## config.mk

```make
export PLATFORM = sky130hd
export DESIGN_NAME = fconv_arb
export DESIGN_NICKNAME = d
export VERILOG_FILES = /design/src/rtl/svfloat_pkg.sv /design/src/rtl/svfloat_ftoi.sv /design/src/rtl/svfloat_itof.sv /design/src/rtl/svfloat_rr_arb.sv /design/src/rtl/fconv_arb.sv
export SDC_FILE = /design/constraint.sdc
export NUM_CORES = 1
export LEC_CHECK = 0
export CAP_MARGIN = 20
export CORE_AREA = 2 2 148 150
export CTS_BUF_LIST = sky130_fd_sc_hd__clkbuf_16
export DETAILED_ROUTE_END_ITERATION = 7
export DIE_AREA = 0 0 150 152
export HOLD_SLACK_MARGIN = 0.02
export PLACE_DENSITY_LB_ADDON = 0.05
export SLEW_MARGIN = 5
export SYNTH_ARGS = -nofsm -noshare
export SYNTH_HDL_FRONTEND = slang
export SYNTH_SLANG_ARGS = --single-unit
```

## constraint.sdc

```tcl
create_clock -name clk -period 9.8 [get_ports clk]
set_clock_uncertainty 0.15 [all_clocks]
set_input_delay 1.96 -clock clk [delete_from_list [all_inputs] [get_ports clk]]
set_output_delay 1.96 -clock clk [all_outputs]
set_load 0.03 [all_outputs]
```

## src/rtl/svfloat_pkg.sv

```systemverilog
// Shared floating-point types, converter opcodes and format helpers.
package svfloat;

  typedef struct packed {
    logic       sign;
    logic [4:0] exp;
    logic [9:0] man;
  } float16;

  typedef struct packed {
    logic        sign;
    logic [7:0]  exp;
    logic [22:0] man;
  } float32;

  typedef struct packed {
    logic        sign;
    logic [10:0] exp;
    logic [51:0] man;
  } float64;

  typedef enum logic {
    ITOF = 1'b0,
    FTOI = 1'b1
  } conv_op_t;

  typedef enum logic [1:0] {
    IDLE = 2'd0,
    CONV = 2'd1,
    RESP = 2'd2
  } fconv_state_t;

  // Exponent field width for a packed IEEE format of the given total width.
  function automatic int exp_bits(input int fw);
    return (fw == 16) ? 5 : (fw == 64) ? 11 : 8;
  endfunction

endpackage

```

## src/rtl/svfloat_ftoi.sv

```systemverilog
// Float to fixed-point integer, truncating toward zero; NaN saturates to
// the maximum value, out-of-range values clamp to the nearest limit.
module svfloat_ftoi import svfloat::*; #(
  parameter int fw    = 32,
  parameter int width = 32,
  parameter int frac  = 0
) (
  input  logic [fw-1:0]    f,
  input  logic             is_signed,
  output logic [width-1:0] q
);

  localparam int EW = exp_bits(fw);
  localparam int MW = fw - 1 - EW;
  localparam int LW = width + MW + 2;
  localparam logic signed [15:0] BIAS = 16'((1 << (EW - 1)) - 1);
  localparam logic [width+1:0] UMAX = {2'b00, {width{1'b1}}};
  localparam logic [width+1:0] SMAX = {3'b000, {(width-1){1'b1}}};
  localparam logic [width+1:0] SMIN = {2'b00, 1'b1, {(width-1){1'b0}}};

  logic               sgn;
  logic [EW-1:0]      ex;
  logic [MW-1:0]      mn;
  logic               is_nan;
  logic               big;
  logic signed [15:0] sh;
  logic [width+1:0]   mag;

  always_comb begin
    {sgn, ex, mn} = f;
    is_nan = (&ex) & (|mn);
    big    = &ex;
    sh     = $signed({{(16-EW){1'b0}}, ex}) - BIAS + 16'(frac);
    mag    = '0;
    if (ex == '0 || sh < 16'sd0) mag = '0;
    else if (sh > 16'(width))    big = 1'b1;
    else mag = (width+2)'((LW'({1'b1, mn}) << sh[7:0]) >> MW);

    if (is_nan) begin
      q = is_signed ? SMAX[width-1:0] : UMAX[width-1:0];
    end else if (is_signed) begin
      if (sgn) q = (big || mag > SMIN) ? SMIN[width-1:0] : (~mag[width-1:0]) + width'(1);
      else     q = (big || mag > SMAX) ? SMAX[width-1:0] : mag[width-1:0];
    end else begin
      if (sgn) q = '0;
      else     q = (big || mag > UMAX) ? UMAX[width-1:0] : mag[width-1:0];
    end
  end

endmodule

```

## src/rtl/svfloat_itof.sv

```systemverilog
// Fixed-point integer to float, round-to-nearest-even; results below the
// normal range flush to zero, results above it become infinity.
module svfloat_itof import svfloat::*; #(
  parameter int fw    = 32,
  parameter int width = 32,
  parameter int frac  = 0
) (
  input  logic [width-1:0] a,
  input  logic             is_signed,
  output logic [fw-1:0]    f
);

  localparam int EW = exp_bits(fw);
  localparam int MW = fw - 1 - EW;
  localparam int XW = width + MW;
  localparam logic signed [15:0] BIAS = 16'((1 << (EW - 1)) - 1);
  localparam logic signed [15:0] EMAX = 16'((1 << EW) - 1);

  logic                sgn;
  logic [width-1:0]    mag;
  logic [7:0]          lz;
  logic [XW-1:0]       ext;
  logic [MW-1:0]       man;
  logic                guard;
  logic                sticky;
  logic                rnd;
  logic signed [15:0]  e;
  logic [EW+MW-1:0]    em;

  always_comb begin
    sgn = is_signed & a[width-1];
    mag = sgn ? (~a) + width'(1) : a;
    lz  = 8'(width);
    for (int i = 0; i < width; i++) if (mag[i]) lz = 8'(width - 1 - i);
    // normalised magnitude with the implicit leading one dropped
    ext    = XW'({mag << lz, {(MW+1){1'b0}}});
    man    = ext[XW-1 -: MW];
    guard  = ext[width-1];
    sticky = |ext[width-2:0];
    rnd    = guard & (sticky | man[0]);
    e      = BIAS + 16'(width - 1 - frac) - 16'(lz);
    // a mantissa carry from rounding bumps the exponent naturally
    em     = {e[EW-1:0], man} + (EW+MW)'(rnd);
    if (mag == '0 || e <= 16'sd0) f = '0;
    else if (e >= EMAX)           f = {sgn, {EW{1'b1}}, {MW{1'b0}}};
    else                          f = {sgn, em};
  end

endmodule

```

## src/rtl/svfloat_rr_arb.sv

```systemverilog
// Round-robin arbiter: the search starts one past the last granted index.
module svfloat_rr_arb #(
  parameter int n = 2,
  localparam int LW = $clog2(n)
) (
  input  logic [n-1:0]  req,
  input  logic [LW-1:0] last,
  output logic [n-1:0]  gnt
);

  logic [LW:0] cand;
  logic        found;

  always_comb begin
    gnt   = '0;
    found = 1'b0;
    cand  = '0;
    for (int i = 1; i <= n; i++) begin
      cand = {1'b0, last} + (LW+1)'(i);
      if (cand >= (LW+1)'(n)) cand = cand - (LW+1)'(n);
      if (!found && req[cand[LW-1:0]]) begin
        gnt[cand[LW-1:0]] = 1'b1;
        found             = 1'b1;
      end
    end
  end

endmodule

```

## src/rtl/fconv_arb.sv

```systemverilog
// Shared int<->float converter time-multiplexed between nreq requesters
// with round-robin arbitration and a held response register.
module fconv_arb import svfloat::*; #(
  parameter type float = svfloat::float32,
  parameter int  width = 32,
  parameter int  frac  = 0,
  parameter int  nreq  = 2,
  localparam int FW = $bits(float),
  localparam int DW = (width > FW) ? width : FW,
  localparam int IW = $clog2(nreq)
) (
  input  logic                     clk,
  input  logic                     rst,
  input  logic [nreq-1:0]          req_valid,
  output logic [nreq-1:0]          req_ready,
  input  logic [nreq-1:0]          req_op,
  input  logic [nreq-1:0]          req_signed,
  input  logic [nreq-1:0][DW-1:0]  req_data,
  output logic                     resp_valid,
  input  logic                     resp_ready,
  output logic [IW-1:0]            resp_id,
  output logic [DW-1:0]            resp_data
);

  fconv_state_t     state, state_nx;
  logic [nreq-1:0]  gnt;
  logic [IW-1:0]    gnt_idx;
  logic [IW-1:0]    last_grant;
  logic             accept;

  conv_op_t         opnd_op;
  logic             opnd_signed;
  logic [DW-1:0]    opnd_data;
  logic [IW-1:0]    opnd_id;

  logic [FW-1:0]    itof_f;
  logic [width-1:0] ftoi_q;
  logic [DW-1:0]    res;

  svfloat_rr_arb #(.n(nreq)) u_arb (
    .req  (req_valid),
    .last (last_grant),
    .gnt  (gnt)
  );

  svfloat_itof #(.fw(FW), .width(width), .frac(frac)) u_itof (
    .a         (opnd_data[width-1:0]),
    .is_signed (opnd_signed),
    .f         (itof_f)
  );

  svfloat_ftoi #(.fw(FW), .width(width), .frac(frac)) u_ftoi (
    .f         (opnd_data[FW-1:0]),
    .is_signed (opnd_signed),
    .q         (ftoi_q)
  );

  always_comb begin
    gnt_idx = '0;
    for (int i = 0; i < nreq; i++) if (gnt[i]) gnt_idx = IW'(i);
  end

  always_comb begin
    state_nx = state;
    accept   = 1'b0;
    case (state)
      IDLE: if (|req_valid) begin
        accept   = 1'b1;
        state_nx = CONV;
      end
      CONV: state_nx = RESP;
      RESP: if (resp_ready) begin
        if (|req_valid) begin
          accept   = 1'b1;
          state_nx = CONV;
        end else begin
          state_nx = IDLE;
        end
      end
      default: state_nx = IDLE;
    endcase
    if (rst) accept = 1'b0;
    req_ready = accept ? gnt : '0;
  end

  always_comb begin
    res = '0;
    if (opnd_op == ITOF) res[FW-1:0]    = itof_f;
    else                 res[width-1:0] = ftoi_q;
  end

  assign resp_valid = (state == RESP);

  // p0: operand capture on accept; p1: converter result into response register
  always_ff @(posedge clk) begin
    if (rst) begin
      state       <= IDLE;
      last_grant  <= IW'(nreq - 1);
      opnd_op     <= ITOF;
      opnd_signed <= 1'b0;
      opnd_data   <= '0;
      opnd_id     <= '0;
      resp_id     <= '0;
      resp_data   <= '0;
    end else begin
      state <= state_nx;
      if (accept) begin
        last_grant  <= gnt_idx;
        opnd_op     <= conv_op_t'(req_op[gnt_idx]);
        opnd_signed <= req_signed[gnt_idx];
        opnd_data   <= req_data[gnt_idx];
        opnd_id     <= gnt_idx;
      end
      if (state == CONV) begin
        resp_data <= res;
        resp_id   <= opnd_id;
      end
    end
  end

endmodule
```

# ---- Word-level counts from Yosys, hierarchy flattened
# Index checks and enable logic that the tools add are counted.
dict set report op_classes {
  n_addsub 9
  bitwise_logic 7
  n_eq_ne 4
  n_reduce_logical 17
  n_shift 2
  muxes 77
  n_lt_le_gt_ge 14
}
# operator count
set op_table {}
lappend op_table {{32-bit 2-to-1 mux} 13}
lappend op_table {{6-bit 2-to-1 mux} 32}
lappend op_table {{34-bit by 32-bit > comparator with 1-bit output (second input constant)} 2}
lappend op_table {{34-bit 2-to-1 mux} 2}
lappend op_table {{32-bit by 1-bit adder with 32-bit output (second input constant)} 2}
lappend op_table {{32-bit NOT} 2}
lappend op_table {{24-bit by 8-bit << shifter with 57-bit output} 1}
lappend op_table {{34-bit by 31-bit > comparator with 1-bit output (second input constant)} 1}
lappend op_table {{32-bit zero test} 1}
lappend op_table {{32-bit by 6-bit << shifter with 31-bit output} 1}
lappend op_table {{31-bit by 1-bit adder with 31-bit output} 1}
lappend op_table {{31-bit 2-to-1 mux} 1}
lappend op_table {{23-bit OR reduction} 1}
lappend op_table {{1-bit 2-to-1 mux} 20}
lappend op_table {{16-bit by 9-bit >= comparator with 1-bit output (second input constant)} 1}
lappend op_table {{16-bit by 7-bit > comparator with 1-bit output (second input constant)} 1}
lappend op_table {{16-bit by 1-bit less-or-equal comparator with 1-bit output (second input constant)} 1}
lappend op_table {{16-bit by 1-bit less-than comparator with 1-bit output (second input constant)} 1}
lappend op_table {{2-bit 2-to-1 mux} 5}
lappend op_table {{8-bit by 6-bit subtractor with 9-bit output (first input constant)} 1}
lappend op_table {{8-bit by 7-bit subtractor with 9-bit output (second input constant)} 1}
lappend op_table {{8-bit zero test} 1}
lappend op_table {{8-bit AND reduction} 1}
lappend op_table {{7-bit OR reduction} 1}
lappend op_table {{22 further kinds} 36}
dict set report totals {
  regBits 71
}

# ---- Longest topological paths before layout
dict set report depth {
  ltp_word 43
  depth_mapped 30
  mapped_depth_nobuf 24
}

# ---- Hierarchy
# Synthesis repeated with hierarchy kept, for this count alone.
dict set report unflattened {
  cells_unflattened 1830
  hier_area_um2 13503.0
}
# mod seq_area_each_um2 cells_each area_each_um2 instances
set modules_own_cells {}
lappend modules_own_cells {svfloat_itof 0.0 830 5445.2 1}
lappend modules_own_cells {svfloat_ftoi 0.0 674 4655.7 1}
lappend modules_own_cells {fconv_arb 1421.4 323 3383.2 1}
lappend modules_own_cells {svfloat_rr_arb 0.0 3 18.8 1}

# ---- Worst setup path before layout
# No wires, ideal clock.
dict set report synth_timing {
  path_type {register -> register}
  from {register opnd_data[23]}
  to {register resp_data[20]}
  period_less_slack_ns 6.590
  slack_ns 3.210
  required_ns 9.559
  arrival_time_ns 6.349
  path_buffers 7
  stages_incl_launch_ff 27
  path_cell_list {dfxtp_1 buf_6 buf_6 inv_2 buf_1 ha_1 clkbuf_1 clkbuf_1 mux4_2 or2_2 o221ai_1 o22ai_1 mux2_2 nand2_1 ha_1 o21ai_0 nor4_1 nand3b_1 or2_2 clkbuf_1 o31a_1 or3_1 clkbuf_1 nor3_1 o21ai_0 a31o_2 a311oi_1}
}
dict set report synth_via {
  elab_chain_len 20
  elab_cells_between_ends 52
  classes_between {5 x add/sub; 7 x order compare; 2 x shift; 24 x mux; 5 x bitwise; 9 x reduce/logical}
}
# item line
set synth_rtl {}
lappend synth_rtl {{start: declaration} fconv_arb.sv:33} ;# logic [DW-1:0] opnd_data;
lappend synth_rtl {{start signal: assignment} fconv_arb.sv:111} ;# opnd_data <= req_data[gnt_idx];
lappend synth_rtl {{32-bit NOT} svfloat_itof.sv:32} ;# mag = sgn ? (~a) + width'(1) : a;
lappend synth_rtl {{32-bit by 1-bit adder with 32-bit output} svfloat_itof.sv:32}
lappend synth_rtl {{32-bit 2-to-1 mux} svfloat_itof.sv:32}
lappend synth_rtl {{6-bit 2-to-1 mux (9 in a row)} svfloat_itof.sv:34} ;# for (int i = 0; i < width; i++) if (mag[i]) lz = 8'(width - 1 - i);
lappend synth_rtl {{32-bit by 6-bit << shifter with 31-bit output} svfloat_itof.sv:36} ;# ext = XW'({mag << lz, {(MW+1){1'b0}}});
lappend synth_rtl {{7-bit OR reduction} svfloat_itof.sv:39} ;# sticky = |ext[width-2:0];
lappend synth_rtl {{1-bit OR} svfloat_itof.sv:40} ;# rnd = guard & (sticky | man[0]);
lappend synth_rtl {{1-bit AND} svfloat_itof.sv:40}
lappend synth_rtl {{31-bit by 1-bit adder with 31-bit output} svfloat_itof.sv:43} ;# em = {e[EW-1:0], man} + (EW+MW)'(rnd);
lappend synth_rtl {{31-bit 2-to-1 mux} svfloat_itof.sv:45} ;# else if (e >= EMAX) f = {sgn, {EW{1'b1}}, {MW{1'b0}}};
lappend synth_rtl {{32-bit 2-to-1 mux} svfloat_itof.sv:44} ;# if (mag == '0 || e <= 16'sd0) f = '0;
lappend synth_rtl {{32-bit 2-to-1 mux *} fconv_arb.sv:88} ;# if (opnd_op == ITOF) res[FW-1:0] = itof_f;
lappend synth_rtl {{end signal: assignment} fconv_arb.sv:115} ;# resp_data <= res;
lappend synth_rtl {{end: declaration} fconv_arb.sv:22} ;# output logic [DW-1:0] resp_data
# Mark *: on every way between the ends. The rest lies on a longest branch, timed or not.
# A chain may end at the register's enable or synchronous reset.

# ---- Worst setup path after layout
dict set report layout_timing {
  from {register opnd_data[0]}
  to {register resp_data[26]}
}
dict set report layout_via {
  elab_chain_len 43
  elab_cells_between_ends 68
  classes_between {4 x add/sub; 5 x order compare; 2 x shift; 45 x mux; 5 x bitwise; 7 x reduce/logical}
}
# item line
set layout_rtl {}
lappend layout_rtl {{32-bit NOT} svfloat_itof.sv:32}
lappend layout_rtl {{32-bit by 1-bit adder with 32-bit output} svfloat_itof.sv:32}
lappend layout_rtl {{32-bit 2-to-1 mux} svfloat_itof.sv:32}
lappend layout_rtl {{6-bit 2-to-1 mux (32 in a row)} svfloat_itof.sv:34}
lappend layout_rtl {{32-bit by 6-bit << shifter with 31-bit output} svfloat_itof.sv:36}
lappend layout_rtl {{7-bit OR reduction} svfloat_itof.sv:39}
lappend layout_rtl {{1-bit OR} svfloat_itof.sv:40}
lappend layout_rtl {{1-bit AND} svfloat_itof.sv:40}
lappend layout_rtl {{31-bit by 1-bit adder with 31-bit output} svfloat_itof.sv:43}
lappend layout_rtl {{31-bit 2-to-1 mux} svfloat_itof.sv:45}
lappend layout_rtl {{32-bit 2-to-1 mux} svfloat_itof.sv:44}
lappend layout_rtl {{32-bit 2-to-1 mux *} fconv_arb.sv:88}
# Marks and branches as above.

==> flow_metrics.py <==
metrics = {
    "status": {
        "status": "complete, no violations",
    },
    "worst_setup_path": {
        "critPathMaxFanout": 43,
        "critPathMaxStageDelay_ns": 0.71,
        "required_ns": 9.90,
        "cp_slowest_cell": "nand2_2",
        "endpoint_kind": "flip-flop",
        "reg2reg_from": "opnd_data[0]",
        "crit_start": "opnd_data[0]",
        "critPathKind": "reg2reg",
        "path_common_cell": "inv_1",
        "r2r_end": "resp_data[26]",
        "worst_setup_path_start_kind": "flip-flop",
        "reg2reg_depth": 24,
        "crit_chain": "inv_1 > ha_1 > nor2b_1 > nand4_1 > nor3_1 > nor2_1 > xor2_1 > o2111ai_1 > o21ai_1 > nand2_2 > inv_1 > buf_4 > o211ai_1 > a21oi_1 > ha_1 > inv_1 > nor2_1 > o2bb2ai_1 > nand3_1 > nor4_2 > nand3_2 > nor4b_1 > nor4b_1 > a32o_1",
        "worstSetupEndpoint": "resp_data[26]",
        "rrSetupSlack_ns": 1.57,
        "worstPathArrival_ns": 8.34,
    },
    "timing": {
        "tightestPinTransition_ns": 1.12,
        "maxSlewViolCount": 0,
        "fin_crit_ns": 8.23,
        "fin_crit_sh": 0.840,
        "final_hold_viol_count": 0,
        "finalSetupViolations": 0,
        "relSlewSlack": 0.250,
        "fmax_mhz": 121,
        "setup_tns_ns": 0,
        "rsz0062_at_grt": "no",
        "setup_ws_ns": 1.57,
    },
    "grt": {
        "grt_pass1_wl_um": 78400,
        "grt_pass1_vias": 13700,
        "grt_overflow_total": 0,
        "antenna_found_initial": 0,
        "grt_max_degree": 75,
        "track_usage": 0.428,
    },
    "place": {
        "dp_slack_ns": 1.88,
        "dp_cells": 2003,
        "io_buffer_count": 108,
        "routabilityCongestion": 1.03,
        "hpwlAfterDp_um": 36900,
    },
    "drt": {
        "via_per_inst": 7.45,
        "drc": 0,
        "vias": 15000,
        "wl_met1_um": 20000,
        "wire_per_inst_um": 24.6,
        "wirelength_um": 49700,
        "wl_met3_um": 6030,
        "firstDrtPassIters": 6,
        "drtIter0Drc": 2459,
        "route.met2.wl_um": 21400,
        "highest_layer": "met4",
        "ant_nets": 0,
    },
    "floorplan": {
        "die-area_um2": 22800,
        "die_h_um": 152,
        "floorplan.die.width_um": 150,
        "core_area_um2": 21400,
        "initial_core_util": 0.585,
        "io_pins": 109,
        "rows": 54,
    },
    "synth": {
        "yosys_warnings": 0,
        "synth_top_area_cell": "dfxtp_1",
        "syn-cell-area_um2": 12500,
        "ys_seq_elements": 71,
        "synth_flop_cell": "dfxtp_1",
        "synth_edf_count": 0,
        "seq_area_frac_synth": 0.114,
        "avgSynthCellArea_um2": 7.18,
        "yosys-top-cells-area": "dfxtp_1 11%, mux2i_1 6.6%, nor2_1 6.3%",
        "synth_nets": 1823,
        "synth_top_area_frac": 0.114,
        "async_flop_share": 0,
        "syn_inst": 1740,
        "synth.distinct_cells": 106,
    },
    "worst_hold_path": {
        "hold_path.startpoint": "opnd_id",
        "hold_class": "reg2reg",
    },
    "pwr": {
        "powerDensity_nw_per_um2": 192,
        "cellLeakagePower_uw": 0.00479,
        "irDropWorstVdd_mv": 0.164,
    },
    "clocking": {
        "cts_num_sinks": 71,
        "postCtsSetupBuffers": 0,
        "cts_tree": "built",
        "root_buffer": "clkbuf_16",
        "cts_resized": 0,
        "cts.clk_slew.worst_paths_ns": 0.08,
        "cts_max_level": 3,
        "clk_latency_ns": 0.36,
        "clockBufferDepth": 2,
        "cts_inserted_buffers": 9,
        "ctsHoldBuffers": 0,
    },
    "job": {
        "maxCapViolCount": 0,
    },
    "cells_and_area": {
        "drive_gt1_frac": 0.107,
        "syn_to_final_growth_pct": 10.5,
        "fin_cells": 2019,
        "diodes": 0,
        "final_nets": 1817,
    },
}
## cells in the mapped netlist, drive strengths merged (9+ instances only)
library cell / instances
nand3: 54
xor2: 39
xnor2: 50
nand4: 27
ha: 10
a211o: 18
o31a: 10
a21oi: 99
mux2: 15
or4: 9
o2111ai: 10
mux2i: 83
clkbuf: 92
nor4: 33
a31oi: 27
a311oi: 10
nand2: 143
buf: 69
and2: 14
o21ai: 139
a221oi: 19
a211oi: 71
o22ai: 24
dfxtp: 71
a21o: 9
and4: 10
o211ai: 41
mux4: 33
inv: 24
or2: 19
or3: 25
nor4b: 9
nand2b: 13
nor3: 65
nor2: 210
## metrics by stage
step	util	power [uW]	hold WS, ns	cell area, um^2
after floorplan	-	1700	0.280	12500
after global placement	0.632	2160	0.292	13500
after detailed placement	0.632	2180	0.308	13500
after CTS	0.647	2560	0.308	13800
after global routing	0.647	2780	0.346	13800
final	0.647	2650	0.302	13800
## layout by cell type, fill, tap and decap left out, types with 26 or more instances in the layout
master           netlist  final
xor2_1                39     38
nand3_1               51     51
nor2_1               209    209
o211ai_1              41     41
dfxtp_1               71     70
a31oi_1               26     26
buf_4                 14     36
nand2_1              140    140
a21oi_1               96     96
a211oi_1              67     67
clkdlybuf4s50_1        0    107
o21ai_0              127    127
nor3_1                61     60
mux2i_1               83     83
xnor2_1               49     47
mux4_2                33     33
## state kept, by name (all words and copies together), names as in the netlist
| register | flops |
|---|---|
| resp_data | 32 |
| state | 2 |
| opnd_data | 32 |
| opnd_op | 1 |
| last_grant | 1 |
| opnd_signed | 1 |
| opnd_id | 1 |
| resp_id | 1 |
## worst min-delay path by stage
stage | to | cells after the start
floorplan | last_grant | 1
detailed placement | resp_id | 2
finish | resp_id | 2
global route | resp_data[13] | 2
CTS | resp_id | 2
global placement | resp_id | 2
## per-layer routing
layer | track usage | vias up
li1 | - | 6673
met1 | 0.603 | 6980
met2 | 0.643 | 1202
met3 | 0.0871 | 192
met4 | 0.159 | 0
met5 | 0 | -
## cells by family after synthesis
kind of cell / Yosys count / synth area share
flip-flops: 71 / 0.114
AND/OR/NAND/NOR: 668 / 0.277
multiplexers: 131 / 0.139
buffers and inverters: 185 / 0.0669
adder cells (fa/ha/maj): 10 / 0.0100
AO/OA/AOI/OAI: 586 / 0.330
XOR/XNOR: 89 / 0.0630
## power breakdown
part	switching, uW	internal, uW
clock network	154	224
registers	72.9	325
logic	1220	659
## worst max-delay path: cells and delay by family, from the launching register on
family | cells | cell delay [ns]
AND/OR/NAND/NOR | 11 | 3.57
adder cells (fa/ha/maj) | 2 | 0.58
buffers and inverters | 4 | 1.40
XOR/XNOR | 1 | 0.36
flip-flops | 1 | 0.50
AO/OA/AOI/OAI | 6 | 1.55
## cell type report
type | count | area (um^2)
multi-input cells | 1484 | 10300
fillers | 1949 | 7540
flip-flops and latches | 71 | 1420
repair buffers | 144 | 1350
well taps | 280 | 350
clock buffers | 9 | 225
clock inverters | 7 | 97.6
inverters | 24 | 90.1
No activity file was read; power rests on OpenSTA's default activity.
